### src/rtl/logger_pkg.sv
// Shared types and widths for the logger acquisition core.
package logger_pkg;

  localparam int WORD_W = 16;

  typedef enum logic [2:0] {
    IDLE,
    RELAY_ON,
    WAIT_DRDY,
    READ,
    STORE,
    RELAY_OFF,
    DONE
  } state_t;

  // Word index must be able to hold N_SAMPLES itself, hence the extra bit.
  function automatic int idx_w(input int n_samples);
    return $clog2(n_samples) + 1;
  endfunction

endpackage

### src/rtl/adc_serial_rx.sv
// Bit-banged 16-bit serial ADC reader: SCLK idles low, SDIN sampled on the last cycle of each high phase.
// Latency: done strobes 32*SCLK_HALF+1 cycles after start; start is ignored while busy, no backpressure.
module adc_serial_rx
  import logger_pkg::*;
#(
  parameter int SCLK_HALF = 4
) (
  input  logic              clk,
  input  logic              res,
  input  logic              start,
  input  logic              sdin,
  output logic              sclk,
  output logic [WORD_W-1:0] word,
  output logic              done
);

  localparam int PW = (SCLK_HALF > 1) ? $clog2(SCLK_HALF) : 1;

  logic          busy;
  logic [PW-1:0] ph_cnt;
  logic [3:0]    bit_cnt;
  logic          ph_end;

  assign ph_end = (ph_cnt == PW'(SCLK_HALF - 1));

  always_ff @(posedge clk) begin
    if (res) begin
      busy    <= 1'b0;
      sclk    <= 1'b0;
      ph_cnt  <= '0;
      bit_cnt <= '0;
      word    <= '0;
      done    <= 1'b0;
    end else begin
      done <= 1'b0;
      if (!busy) begin
        if (start) begin
          busy    <= 1'b1;
          ph_cnt  <= '0;
          bit_cnt <= '0;
        end
      end else if (!ph_end) begin
        ph_cnt <= ph_cnt + 1'b1;
      end else begin
        ph_cnt <= '0;
        if (!sclk) begin
          sclk <= 1'b1;
        end else begin
          // end of high phase: capture the bit and drop the clock
          sclk    <= 1'b0;
          word    <= {word[WORD_W-2:0], sdin};
          bit_cnt <= bit_cnt + 1'b1;
          if (bit_cnt == 4'd15) begin
            busy <= 1'b0;
            done <= 1'b1;
          end
        end
      end
    end
  end

endmodule

### src/rtl/logger_acq_core.sv
// Data-logger acquisition: relay pulse, N_SAMPLES serial ADC words, pulse_in counting, MCU SPI readback.
// Latency: a run spans 2*RELAY_CYC cycles plus N_SAMPLES nDRDY periods; no backpressure, SPI port is read-only.
module logger_acq_core
  import logger_pkg::*;
#(
  parameter int N_SAMPLES  = 8,
  parameter int SCLK_HALF  = 4,
  parameter int CLKOUT_DIV = 2,
  parameter int RELAY_CYC  = 250
) (
  input  logic       clk,
  input  logic       res,
  input  logic       start_pulse,
  output logic       data_done,
  input  logic       pulse_in,
  output logic       relayAp,
  output logic       relayAn,
  output logic       relayBp,
  output logic       relayBn,
  output logic       Clk_Out,
  input  logic       SDOUTu,
  input  logic       SCLKu,
  input  logic       CSu,
  output logic       SDINu,
  input  logic       nDRDY,
  input  logic       SDIN1,
  output logic       SCLK1,
  input  logic       SDOUTe,
  output logic       SDINe,
  output logic       SCLKe,
  output logic [3:0] CSe
);

  localparam int IW          = idx_w(N_SAMPLES);
  localparam int BW          = $clog2(N_SAMPLES);
  localparam int RW          = $clog2(RELAY_CYC);
  localparam int CW          = (CLKOUT_DIV > 1) ? $clog2(CLKOUT_DIV) : 1;
  localparam int STREAM_BITS = WORD_W * (N_SAMPLES + 1);
  localparam int PW          = $clog2(STREAM_BITS);
  // sync bit order: {start, SDIN1, pulse_in, nDRDY, SCLKu, CSu}; CSu idles high
  localparam logic [5:0] SYNC_RST = 6'b000001;

  logic unused_inputs;
  assign unused_inputs = ^{SDOUTu, SDOUTe};

  assign CSe   = 4'hF;
  assign SCLKe = 1'b0;
  assign SDINe = 1'b0;

  logic [5:0] sync1, sync2;
  logic [3:0] sync3;

  always_ff @(posedge clk) begin
    if (res) begin
      sync1 <= SYNC_RST;
      sync2 <= SYNC_RST;
      sync3 <= SYNC_RST[3:0];
    end else begin
      sync1 <= {start_pulse, SDIN1, pulse_in, nDRDY, SCLKu, CSu};
      sync2 <= sync1;
      sync3 <= sync2[3:0];
    end
  end

  logic cs_low, cs_fall, sclku_fall, drdy_rise, pulse_rise, sdin_s, start_s;
  assign cs_low     = ~sync2[0];
  assign cs_fall    = ~sync2[0] &  sync3[0];
  assign sclku_fall = ~sync2[1] &  sync3[1];
  assign drdy_rise  =  sync2[2] & ~sync3[2];
  assign pulse_rise =  sync2[3] & ~sync3[3];
  assign sdin_s     =  sync2[4];
  assign start_s    =  sync2[5];

  state_t            state, state_nxt;
  logic [RW-1:0]     relay_cnt;
  logic              relay_last;
  logic              rx_start, rx_done;
  logic [WORD_W-1:0] rx_word;
  logic [IW-1:0]     idx;
  logic [WORD_W-1:0] pulse_cnt;
  logic [WORD_W-1:0] buffer [N_SAMPLES];

  assign relay_last = (relay_cnt == RW'(RELAY_CYC - 1));

  always_ff @(posedge clk) begin
    if (res) state <= IDLE;
    else     state <= state_nxt;
  end

  always_comb begin
    state_nxt = state;
    rx_start  = 1'b0;
    unique case (state)
      IDLE:      if (start_s) state_nxt = RELAY_ON;
      RELAY_ON:  if (relay_last) state_nxt = WAIT_DRDY;
      WAIT_DRDY: if (drdy_rise) begin
                   state_nxt = READ;
                   rx_start  = 1'b1;
                 end
      READ:      if (rx_done) state_nxt = STORE;
      STORE:     state_nxt = (idx == IW'(N_SAMPLES - 1)) ? RELAY_OFF : WAIT_DRDY;
      RELAY_OFF: if (relay_last) state_nxt = DONE;
      DONE:      state_nxt = IDLE;
      default:   state_nxt = IDLE;
    endcase
  end

  // Coil drives decode directly from the state, so p/n of a pair can never overlap.
  assign relayAp   = (state == RELAY_ON);
  assign relayBp   = (state == RELAY_ON);
  assign relayAn   = (state == RELAY_OFF);
  assign relayBn   = (state == RELAY_OFF);
  assign data_done = (state == DONE);

  always_ff @(posedge clk) begin
    if (res)
      relay_cnt <= '0;
    else if ((state == RELAY_ON || state == RELAY_OFF) && !relay_last)
      relay_cnt <= relay_cnt + 1'b1;
    else
      relay_cnt <= '0;
  end

  adc_serial_rx #(.SCLK_HALF(SCLK_HALF)) u_adc_rx (
    .clk   (clk),
    .res   (res),
    .start (rx_start),
    .sdin  (sdin_s),
    .sclk  (SCLK1),
    .word  (rx_word),
    .done  (rx_done)
  );

  always_ff @(posedge clk) begin
    if (res) begin
      idx       <= '0;
      pulse_cnt <= '0;
    end else if (state == IDLE && start_s) begin
      idx       <= '0;
      pulse_cnt <= '0;
    end else begin
      if ((state == WAIT_DRDY || state == READ || state == STORE) &&
          pulse_rise && pulse_cnt != 16'hFFFF)
        pulse_cnt <= pulse_cnt + 1'b1;
      if (state == STORE)
        idx <= idx + 1'b1;
    end
  end

  always_ff @(posedge clk) begin
    if (res) begin
      for (int i = 0; i < N_SAMPLES; i++) buffer[i] <= '0;
    end else if (state == STORE) begin
      buffer[idx[BW-1:0]] <= rx_word;
    end
  end

  // MCU stream: word 0 is the pulse count, words 1..N are the buffer; wraps at the end.
  logic [PW-1:0]     bit_ptr, ptr_nxt;
  logic [PW-5:0]     word_sel;
  logic [WORD_W-1:0] stream_word;

  always_comb begin
    ptr_nxt = '0;
    if (!cs_fall && bit_ptr != PW'(STREAM_BITS - 1))
      ptr_nxt = bit_ptr + 1'b1;
    word_sel    = ptr_nxt[PW-1:4];
    stream_word = pulse_cnt;
    if (word_sel != '0)
      stream_word = buffer[BW'(word_sel - 1'b1)];
  end

  always_ff @(posedge clk) begin
    if (res) begin
      bit_ptr <= '0;
      SDINu   <= 1'b0;
    end else if (cs_fall || (sclku_fall && cs_low)) begin
      bit_ptr <= ptr_nxt;
      SDINu   <= stream_word[~ptr_nxt[3:0]];
    end else if (!cs_low) begin
      SDINu <= 1'b0;
    end
  end

  logic [CW-1:0] div_cnt;

  always_ff @(posedge clk) begin
    if (res) begin
      div_cnt <= '0;
      Clk_Out <= 1'b0;
    end else if (div_cnt == CW'(CLKOUT_DIV - 1)) begin
      div_cnt <= '0;
      Clk_Out <= ~Clk_Out;
    end else begin
      div_cnt <= div_cnt + 1'b1;
    end
  end

endmodule

### config.mk
export PLATFORM = sky130hd
export DESIGN_NAME = logger_acq_core
export DESIGN_NICKNAME = d
export VERILOG_FILES = /design/src/rtl/logger_pkg.sv /design/src/rtl/adc_serial_rx.sv /design/src/rtl/logger_acq_core.sv
export SDC_FILE = /design/constraint.sdc
export NUM_CORES = 1
export LEC_CHECK = 0
export BUFFER_PORTS_ARGS = -buffer_cell sky130_fd_sc_hd__buf_2
export CAP_MARGIN = 0
export CORE_MARGIN = 5
export CORE_UTILIZATION = 40
export DETAILED_ROUTE_END_ITERATION = 6
export SLEW_MARGIN = 30
export SYNTH_ARGS = -nofsm -noshare
export SYNTH_HDL_FRONTEND = slang
export SYNTH_SLANG_ARGS = --single-unit
### constraint.sdc
create_clock -name clk -period 10.9 [get_ports clk]
set_input_delay 0.545 -clock clk [delete_from_list [all_inputs] [get_ports clk]]
set_output_delay 0.545 -clock clk [all_outputs]
set_load 0.01 [all_outputs]
==> flow_metrics.env, run 1 <==
export IMPL_tritoncts="built"
export IMPL_grt_max_degree=46
export IMPL_fin_nets=911
export IMPL_diodes=0
export IMPL_clock_skew_final_ps=19.1
export IMPL_htreeDepth=1
export IMPL_vias_per_cell=5.40
export IMPL_drc=0
export IMPL_setup_violations=0
export IMPL_async_flop_share_pct=0
export IMPL_place_congestion=0.867
export IMPL_cts_path_max_buffers=3
export IMPL_worstSetupStartpoint="bit_ptr[0]"
export IMPL_area_growth_pct=11.7
export IMPL_drive_gt1_share_pct=12.3
export IMPL_finalCriticalPeriod_ps=5520
export IMPL_pre_cts_ws_ps=5390
export IMPL_die_area_um2=28000
export IMPL_hold_slack_ps=210
export IMPL_num_vias=6662
export IMPL_crit_arrival_ps=5910
export IMPL_critPathCaptureType="flip-flop"
export IMPL_die_height_um=167
export IMPL_synthCells=890
export IMPL_core_um2=24300
export IMPL_track_usage_pct=16.6
export IMPL_ys_flop_type="edfxtp_1"
export IMPL_cts_buffers=24
export IMPL_cts_resized=0
export IMPL_p_leak_nw=3.98
export IMPL_first_iter_violations=477
export IMPL_grt_pass1_wl_um=37400
export IMPL_chipWidth_um=167
export IMPL_seq_area_frac_synth_pct=55.6
export IMPL_rsz0062_at_grt="no"
export IMPL_grt_pass1_vias=6533
export IMPL_syn_area_per_cell_um2=11.1
export IMPL_antenna_found_initial=0
export IMPL_synth_top_area_cell="edfxtp_1"
export IMPL_fmax_mhz=181
export IMPL_wl_per_cell_um=19.0
export IMPL_routed_wl_um=23500
export IMPL_num_rows=57
export IMPL_yosys_warnings=0
export IMPL_powerDensity_nw_per_um2=158
export IMPL_syn_area_um2=9890
export IMPL_setup_worst_path_class="flip-flop to flip-flop"
export IMPL_insertion_delay_ps=520
export IMPL_antenna_left=0
export IMPL_slew_headroom_pct=36.5
export IMPL_io_buffers=15
export IMPL_hold_class="primary input to flip-flop"
export IMPL_clkTransAtPathRegs_ps=60
export IMPL_rr_startpoint="bit_ptr[0]"
export IMPL_clock_sinks=211
export IMPL_dp_hpwl_um=14800
export IMPL_slowest_stage="nand4_1"
export IMPL_maxCapViolations=0
export IMPL_post_cts_setup_buffers=0
export IMPL_synth_top_area_share_pct=38.9
export IMPL_cp_start_kind="flip-flop"
export IMPL_overflow=0
export IMPL_dr_pass1_iters=5
export IMPL_hp_start="CSu"
export IMPL_crit_fanout=28
export IMPL_path_cells="ha_1 > nand3_2 > or4_4 > nand2_8 > inv_1 > ha_1 > nor2b_1 > a22oi_1 > nand4_1 > o211a_1 > a311o_1 > a2111o_1 > nand4_1 > o211ai_1"
export IMPL_initial_utilization_pct=40.7
export IMPL_critical_path_max_stage_delay_ps=730
export IMPL_required_ps=11300
export IMPL_worst_pin_slew_ps=951
export IMPL_fin_crit_sh_pct=50.6
export IMPL_ys_top_cells_by_area="edfxtp_1, dfxtp_1, and2_1"
export IMPL_status="complete, no violations"
export IMPL_peakVddDrop_mv=0.0896
export IMPL_synth_edf_count=128
export IMPL_hold_buffers=0
export IMPL_finalSetupTns_ps=0
export IMPL_root_buffer="clkbuf_16"
export IMPL_slew_viol_final=0
export IMPL_num_io_pins=24
export IMPL_synth_cell_types=71
export IMPL_setup_ws_ps=5380
export IMPL_hold_violations=0
export IMPL_ys_seq_elements=211
area by class of cell:
type | instances | area [um^2]
inverters | 10 | 37.5
repair buffers | 31 | 195
clock inverters | 9 | 91.3
multi-input cells | 614 | 4100
flip-flops and latches | 211 | 5510
fillers | 2214 | 13300
well taps | 324 | 405
clock buffers | 35 | 714
metal layers:
| layer | routed length, um | track usage (%) | up-vias | part of all wire (%) |
|---|---|---|---|---|
| met3 | 1150 | 2.52 | 36 | 4.9 |
| met2 | 11300 | 28.1 | 158 | 48 |
| li1 | - | - | 3194 | - |
| met1 | 10600 | 22.7 | 3274 | 45 |
| met4 | 393 | 3.92 | 0 | 1.7 |
| met5 | 0 | 0 | - | 0 |
synthesized netlist by cell type (4+ instances only):
cell type,n
and3_1,11
a22oi_1,10
buf_1,5
clkbuf_1,32
buf_6,4
mux4_1,4
o21a_1,6
o211ai_1,5
o21ai_0,20
nor2_1,73
nand3_1,23
buf_2,8
a2111oi_0,7
mux4_2,16
xor2_1,18
nand2b_1,4
mux2_2,6
inv_1,10
o31ai_1,4
dfxtp_1,83
nor2b_1,20
or2_2,7
and2_1,131
nand4_1,13
buf_4,9
ha_1,9
mux2i_1,10
nor4_1,9
edfxtp_1,128
nand2_1,75
and4_1,5
a211oi_1,5
xnor2_1,11
a21oi_1,37
nor3_1,18
power by group:
group / leakage, nW / switching, W / internal [W]
registers: 1.99 / 0.00000768 / 0.000864
logic: 1.60 / 0.0000367 / 0.0000177
clock network: 0.398 / 0.000315 / 0.000500
total: 3.98 / 0.000359 / 0.00138
state kept, by name (all words and copies together) (netlist names):
| signal | count |
|---|---|
| u_adc_rx.sclk | 1 |
| u_adc_rx.word | 16 |
| SDINu | 1 |
| u_adc_rx.bit_cnt | 4 |
| u_adc_rx.busy | 1 |
| idx | 4 |
| pulse_cnt | 16 |
| u_adc_rx.done | 1 |
| sync2 | 6 |
| relay_cnt | 8 |
| sync3 | 4 |
| state | 3 |
| div_cnt | 1 |
| bit_ptr | 8 |
| buffer | 128 |
| u_adc_rx.ph_cnt | 2 |
| sync1 | 6 |
| Clk_Out | 1 |
critical path, delay by kind of cell (launching register included):
kind | cells | cell delay, ps
AND/OR/NAND/NOR | 6 | 2180
adder cells (fa/ha/maj) | 2 | 740
flip-flops | 1 | 660
buffers and inverters | 1 | 270
AO/OA/AOI/OAI | 5 | 1510
cells in the final DEF, fill, tap and decap left out, types with 5 or more instances in the layout:
cell and instances:
dfxtp_1 83, and2_1 131, edfxtp_1 128, nor3_1 18
nor2_1 73, nor2b_1 20, nand4_1 13, nand2_1 74
xor2_1 18, a211oi_1 5, buf_2 15, clkbuf_16 26
a22oi_1 10, a2111oi_0 7, or2_2 7, xnor2_1 11
and3_1 11, a21oi_1 37, mux4_2 16, inv_1 10
o211ai_1 5, mux2i_1 10, ha_1 9, conb_1 6
clkbuf_1 6, mux2_2 6, nor4_1 7, buf_4 16
o21a_1 6, nand3_1 23, and4_1 5, o21ai_0 17
worst paths after layout:
check        endpoint  slack (ps)  cells after the start
max             SDINu        5380                     14
min          sync1[0]         210                      2
max reg2reg     SDINu        5380                     14
min reg2reg  sync2[0]         410                      1
cells by family after synthesis:
group	after synthesis	share of synthesized area, %
and+or+nand+nor	409	22.4
DFF	211	55.6
AOI/OAI and AO/OA	125	8.42
buffers and inverters	69	3.38
muxes	36	6.40
xor gates and xnor gates	29	2.57
adders and majority gates	9	1.14
other	2	0.0759
stage by stage:
stage          instances  instance area, um^2  total power (W)  util, %
3_3_place_gp        1190                10200         0.000943     42.1
5_1_grt             1234                11000          0.00180     45.4
3_5_place_dp        1190                10200         0.000944     42.1
2_1_floorplan        894                 9910         0.000925        -
6_report            1234                11000          0.00174     45.4
4_1_cts             1234                11000          0.00175     45.4
No activity file was read; power rests on OpenSTA's default activity.
==> inputs of run 2 (changes only) <==
- clock period: 10.9 -> 5.44 ns (I/O delays scaled with it)
==> flow_metrics.env, run 2 (synthesized netlist as in run 1, its figures left out) <==
export IMPL_fillCellCount=2263
export IMPL_htreeDepth=1
export IMPL_drive_gt1_share_pct=12.8
export IMPL_reg2reg_depth=13
export IMPL_whs_path_depth=2
export IMPL_seqCellArea_um2=5510
export IMPL_num_rows=57
export IMPL_antenna_left=0
export IMPL_required_ps=5840
export IMPL_crit_fanout=15
export IMPL_rsz0062_at_grt="no"
export IMPL_slew_headroom_pct=36.2
export IMPL_fmax_mhz=241
export IMPL_first_iter_violations=606
export IMPL_critPathCaptureType="flip-flop"
export IMPL_cp_start_kind="flip-flop"
export IMPL_multi_input_area_um2=4090
export IMPL_clock_sinks=211
export IMPL_routed_wl_um=23600
export IMPL_num_io_pins=24
export IMPL_diodes=0
export IMPL_hold_slack_ps=203
export IMPL_final_util_pct=45.7
export IMPL_placed_cell_area_um2=10300
export IMPL_finalCriticalPeriod_ps=4140
export IMPL_root_buffer="clkbuf_16"
export IMPL_num_vias=6659
export IMPL_hold_class="primary input to flip-flop"
export IMPL_vias_per_cell=5.34
export IMPL_cts_buffers=24
export IMPL_r2r_setup_slack_ps=1300
export IMPL_p_leak_nw=4.02
export IMPL_grt_pass1_vias=6580
export IMPL_tritoncts="built"
export IMPL_insertion_delay_ps=510
export IMPL_slew_viol_final=0
export IMPL_wl_per_cell_um=18.9
export IMPL_hold_path_end="u_adc_rx.word[14]"
export IMPL_place_congestion=0.872
export IMPL_largest_reg_flops=128
export IMPL_die_area_um2=28000
export IMPL_dp_hpwl_um=15100
export IMPL_maxCapViolations=0
export IMPL_hp_start="res"
export IMPL_cts_path_max_buffers=3
export IMPL_antenna_found_initial=0
export IMPL_reg_top3="buffer (128), pulse_cnt (16), u_adc_rx.word (16)"
export IMPL_path_cells="ha_1 > nand3_2 > or4_4 > nand2_8 > inv_1 > ha_1 > inv_1 > buf_4 > mux4_1 > a2111oi_0 > nand3_1 > o2111ai_1 > o211ai_1"
export IMPL_powerDensity_nw_per_um2=307
export IMPL_initial_utilization_pct=40.7
export IMPL_area_growth_pct=12.3
export IMPL_drc=0
export IMPL_final_area_um2=11100
export IMPL_slowest_stage="or4_4"
export IMPL_rr_startpoint="bit_ptr[1]"
export IMPL_cts_resized=0
export IMPL_finalPower_w=0.00341
export IMPL_chipWidth_um=167
export IMPL_grt_max_degree=46
export IMPL_mostFrequentLayoutCells="and2_1, edfxtp_1, dfxtp_1"
export IMPL_mostFrequentLayoutCell="and2_1"
export IMPL_critical_path_max_stage_delay_ps=600
export IMPL_clock_skew_final_ps=19.7
export IMPL_status="complete, no violations"
export IMPL_crit_arrival_ps=4540
export IMPL_die_height_um=167
export IMPL_hold_violations=0
export IMPL_core_um2=24300
export IMPL_clkTransAtPathRegs_ps=70
export IMPL_setup_violations=0
export IMPL_setup_worst_path_class="flip-flop to flip-flop"
export IMPL_io_buffers=15
export IMPL_track_usage_pct=17.0
export IMPL_worst_pin_slew_ps=956
export IMPL_top_register="buffer"
export IMPL_dr_pass1_iters=6
export IMPL_grt_pass1_wl_um=38200
export IMPL_finalSetupTns_ps=0
export IMPL_overflow=0
export IMPL_peakVddDrop_mv=0.140
export IMPL_timing_rr_end="SDINu"
export IMPL_fin_crit_sh_pct=76.2
export IMPL_fin_nets=924
[run 2: cell types whose count changed in the layout (fill, tap and decap cells not counted), sizes merged]
cell / previous run / this run
bufinv: 2 / 0
dlygate4sd3: 0 / 6
buf: 31 / 38
clkinv: 7 / 2
clkbuf: 35 / 41
[run 2: worst max-delay path: cells and delay by family, from the launching register on]
kind,cells,cell delay [ps]
fa+ha+maj,2,660
mux,1,360
simple gates,4,1090
buf+inv,3,800
compound gates,3,680
flops,1,420
[run 2: final cells by class]
cell class              count  area share, %
flip-flops and latches    211           49.5
multi-input cells         614           36.8
clock buffers              41           6.77
well taps                 324           3.65
repair buffers             44           2.77
inverters                  10          0.338
clock inverters             2          0.124
[run 2: metal layers]
metal | up-vias | GRT usage, % | wire [um]
met5 | - | 0 | 0
met4 | 0 | 3.95 | 404
met3 | 30 | 2.24 | 1190
met2 | 160 | 28.9 | 11300
met1 | 3246 | 23.4 | 10700
li1 | 3223 | - | -
[run 2: worst max-delay path by stage]
stage,to,start
after CTS,SDINu,bit_ptr[1]
after global placement,SDINu,bit_ptr[1]
after floorplan,SDINu,bit_ptr[0]
after global routing,SDINu,bit_ptr[1]
after detailed placement,SDINu,bit_ptr[1]
final,SDINu,bit_ptr[1]
[run 2: metrics by stage]
stage,setup slack (ps),std cells
finish,1300,1246
global route,1020,1246
CTS,1350,1246
detailed placement,1370,1197
global placement,1450,1197
floorplan,1620,894
[run 2: timing repair]
action                                 4_1_cts  5_1_grt
hold buffers                                 6        0
endpoints found under the hold margin        6        0
buffers inserted                             0        0
[run 2: power by group]
group	leakage [nW]	internal (W)	switching, W	total [W]
Sequential	1.99	0.00173	0.0000142	0.00175
Combinational	1.65	0.0000386	0.0000754	0.000114
Clock	0.377	0.000935	0.000617	0.00155
==> inputs of run 3 (changes only) <==
- clock period: 5.44 -> 4 ns (I/O delays scaled with it)
==> flow_metrics.env, run 3 (synthesized netlist as in run 1, its figures left out) <==
export IMPL_clock_sinks=211
export IMPL_slew_headroom_pct=37.3
export IMPL_num_rows=57
export IMPL_slowest_stage="or4_4"
export IMPL_clkTransAtPathRegs_ps=60
export IMPL_worst_pin_slew_ps=940
export IMPL_grt_max_degree=63
export IMPL_tritoncts="built"
export IMPL_p_leak_nw=4.01
export IMPL_clock_skew_final_ps=9.93
export IMPL_initial_utilization_pct=40.7
export IMPL_wl_per_cell_um=19.5
export IMPL_required_ps=4390
export IMPL_routed_wl_um=24200
export IMPL_largest_reg_flops=128
export IMPL_fin_crit_sh_pct=93.6
export IMPL_drive_gt1_share_pct=13.2
export IMPL_maxCapViolations=0
export IMPL_die_height_um=167
export IMPL_core_um2=24300
export IMPL_num_vias=6687
export IMPL_status="complete, no violations"
export IMPL_hold_class="primary input to flip-flop"
export IMPL_io_buffers=15
export IMPL_reg_top3="buffer (128), pulse_cnt (16), u_adc_rx.word (16)"
export IMPL_powerDensity_nw_per_um2=423
export IMPL_setup_ws_ps=256
export IMPL_mostFrequentLayoutCell="and2_1"
export IMPL_root_buffer="clkbuf_16"
export IMPL_rsz0062_at_grt="no"
export IMPL_crit_arrival_ps=4140
export IMPL_overflow=0
export IMPL_dr_pass1_iters=5
export IMPL_final_area_um2=11100
export IMPL_first_iter_violations=664
export IMPL_cp_start_kind="flip-flop"
export IMPL_htreeDepth=1
export IMPL_fillCellCount=2240
export IMPL_mostFrequentLayoutCells="and2_1, edfxtp_1, dfxtp_1"
export IMPL_chipWidth_um=167
export IMPL_critPathCaptureType="flip-flop"
export IMPL_num_io_pins=24
export IMPL_finalSetupTns_ps=0
export IMPL_cts_buffers=23
export IMPL_fin_nets=925
export IMPL_placed_cell_area_um2=10300
export IMPL_vias_per_cell=5.37
export IMPL_top_register="buffer"
export IMPL_setup_worst_path_class="flip-flop to flip-flop"
export IMPL_antenna_left=0
export IMPL_fmax_mhz=267
export IMPL_dp_hpwl_um=15200
export IMPL_pre_cts_ws_ps=313
export IMPL_post_cts_setup_buffers=0
export IMPL_antenna_found_initial=0
export IMPL_grt_pass1_wl_um=37900
export IMPL_setup_violations=0
export IMPL_finalPower_w=0.00471
export IMPL_critical_path_max_stage_delay_ps=560
export IMPL_crit_fanout=12
export IMPL_slew_viol_final=0
export IMPL_peakVddDrop_mv=0.259
export IMPL_drc=0
export IMPL_grt_pass1_vias=6431
export IMPL_die_area_um2=28000
export IMPL_hold_violations=0
export IMPL_track_usage_pct=17.1
export IMPL_diodes=0
export IMPL_cts_path_max_buffers=3
export IMPL_path_cells="ha_1 > nand3_2 > or4_4 > nand2_8 > inv_1 > ha_1 > and4_1 > mux2i_2 > nand4_1 > buf_4 > o211a_1 > a311o_1 > a2111o_1 > nand4_1 > o211ai_1"
export IMPL_place_congestion=0.899
export IMPL_insertion_delay_ps=510
export IMPL_finalCriticalPeriod_ps=3740
export IMPL_area_growth_pct=12.6
## run 3: metal layers
layer	track usage [%]	vias to the layer above	wire, um
met5	0	-	0
met4	4.55	0	529
met3	2.69	39	1500
met2	28.1	201	11400
met1	23.6	3233	10800
li1	-	3214	-
## run 3: per-stage QoR
step	util, %	hold WS, ps	instances
after CTS	45.8	330	1246
after global placement	42.4	396	1199
after floorplan	-	304	894
after detailed placement	42.4	398	1199
after global routing	45.8	350	1246
final	45.8	334	1246
## run 3: cell type report
type / instances / area, um^2 / area share [%]
Timing Repair Buffer: 46 / 323 / 2.90
Multi-Input combinational cell: 614 / 4110 / 36.9
Clock inverter: 12 / 165 / 1.48
Tap cell: 324 / 405 / 3.64
Inverter: 10 / 37.5 / 0.337
Sequential cell: 211 / 5510 / 49.4
Clock buffer: 29 / 598 / 5.37
## run 3: final timing paths
| check | cells past startpoint | start | slack, ps | to |
|---|---|---|---|---|
| setup / recovery | 15 | bit_ptr[1] | 260 | SDINu |
| hold / removal | 3 | res | 330 | bit_ptr[0] |
| setup reg to reg | 15 | bit_ptr[1] | 260 | SDINu |
| hold reg to reg | 1 | sync1[0] | 410 | sync2[0] |
## run 3: power breakdown
part           switching [W]  internal (W)
logic               0.000104     0.0000532
clock network       0.000863       0.00132
registers          0.0000192       0.00235
## run 3: timing repair
| item | 4_1_cts | 5_1_grt |
|---|---|---|
| endpoints found under the hold margin | 6 | 0 |
| hold buffers | 6 | 0 |
| setup endpoints to repair | 0 | 1 |
| gates resized for setup | 0 | 2 |
## run 3: worst max-delay path, delay by kind of cell (launching register included)
| kind | cells | cell delay (ps) |
|---|---|---|
| mux | 1 | 210 |
| flops | 1 | 420 |
| compound gates | 4 | 970 |
| buf+inv | 2 | 290 |
| simple gates | 6 | 1280 |
| fa+ha+maj | 2 | 450 |
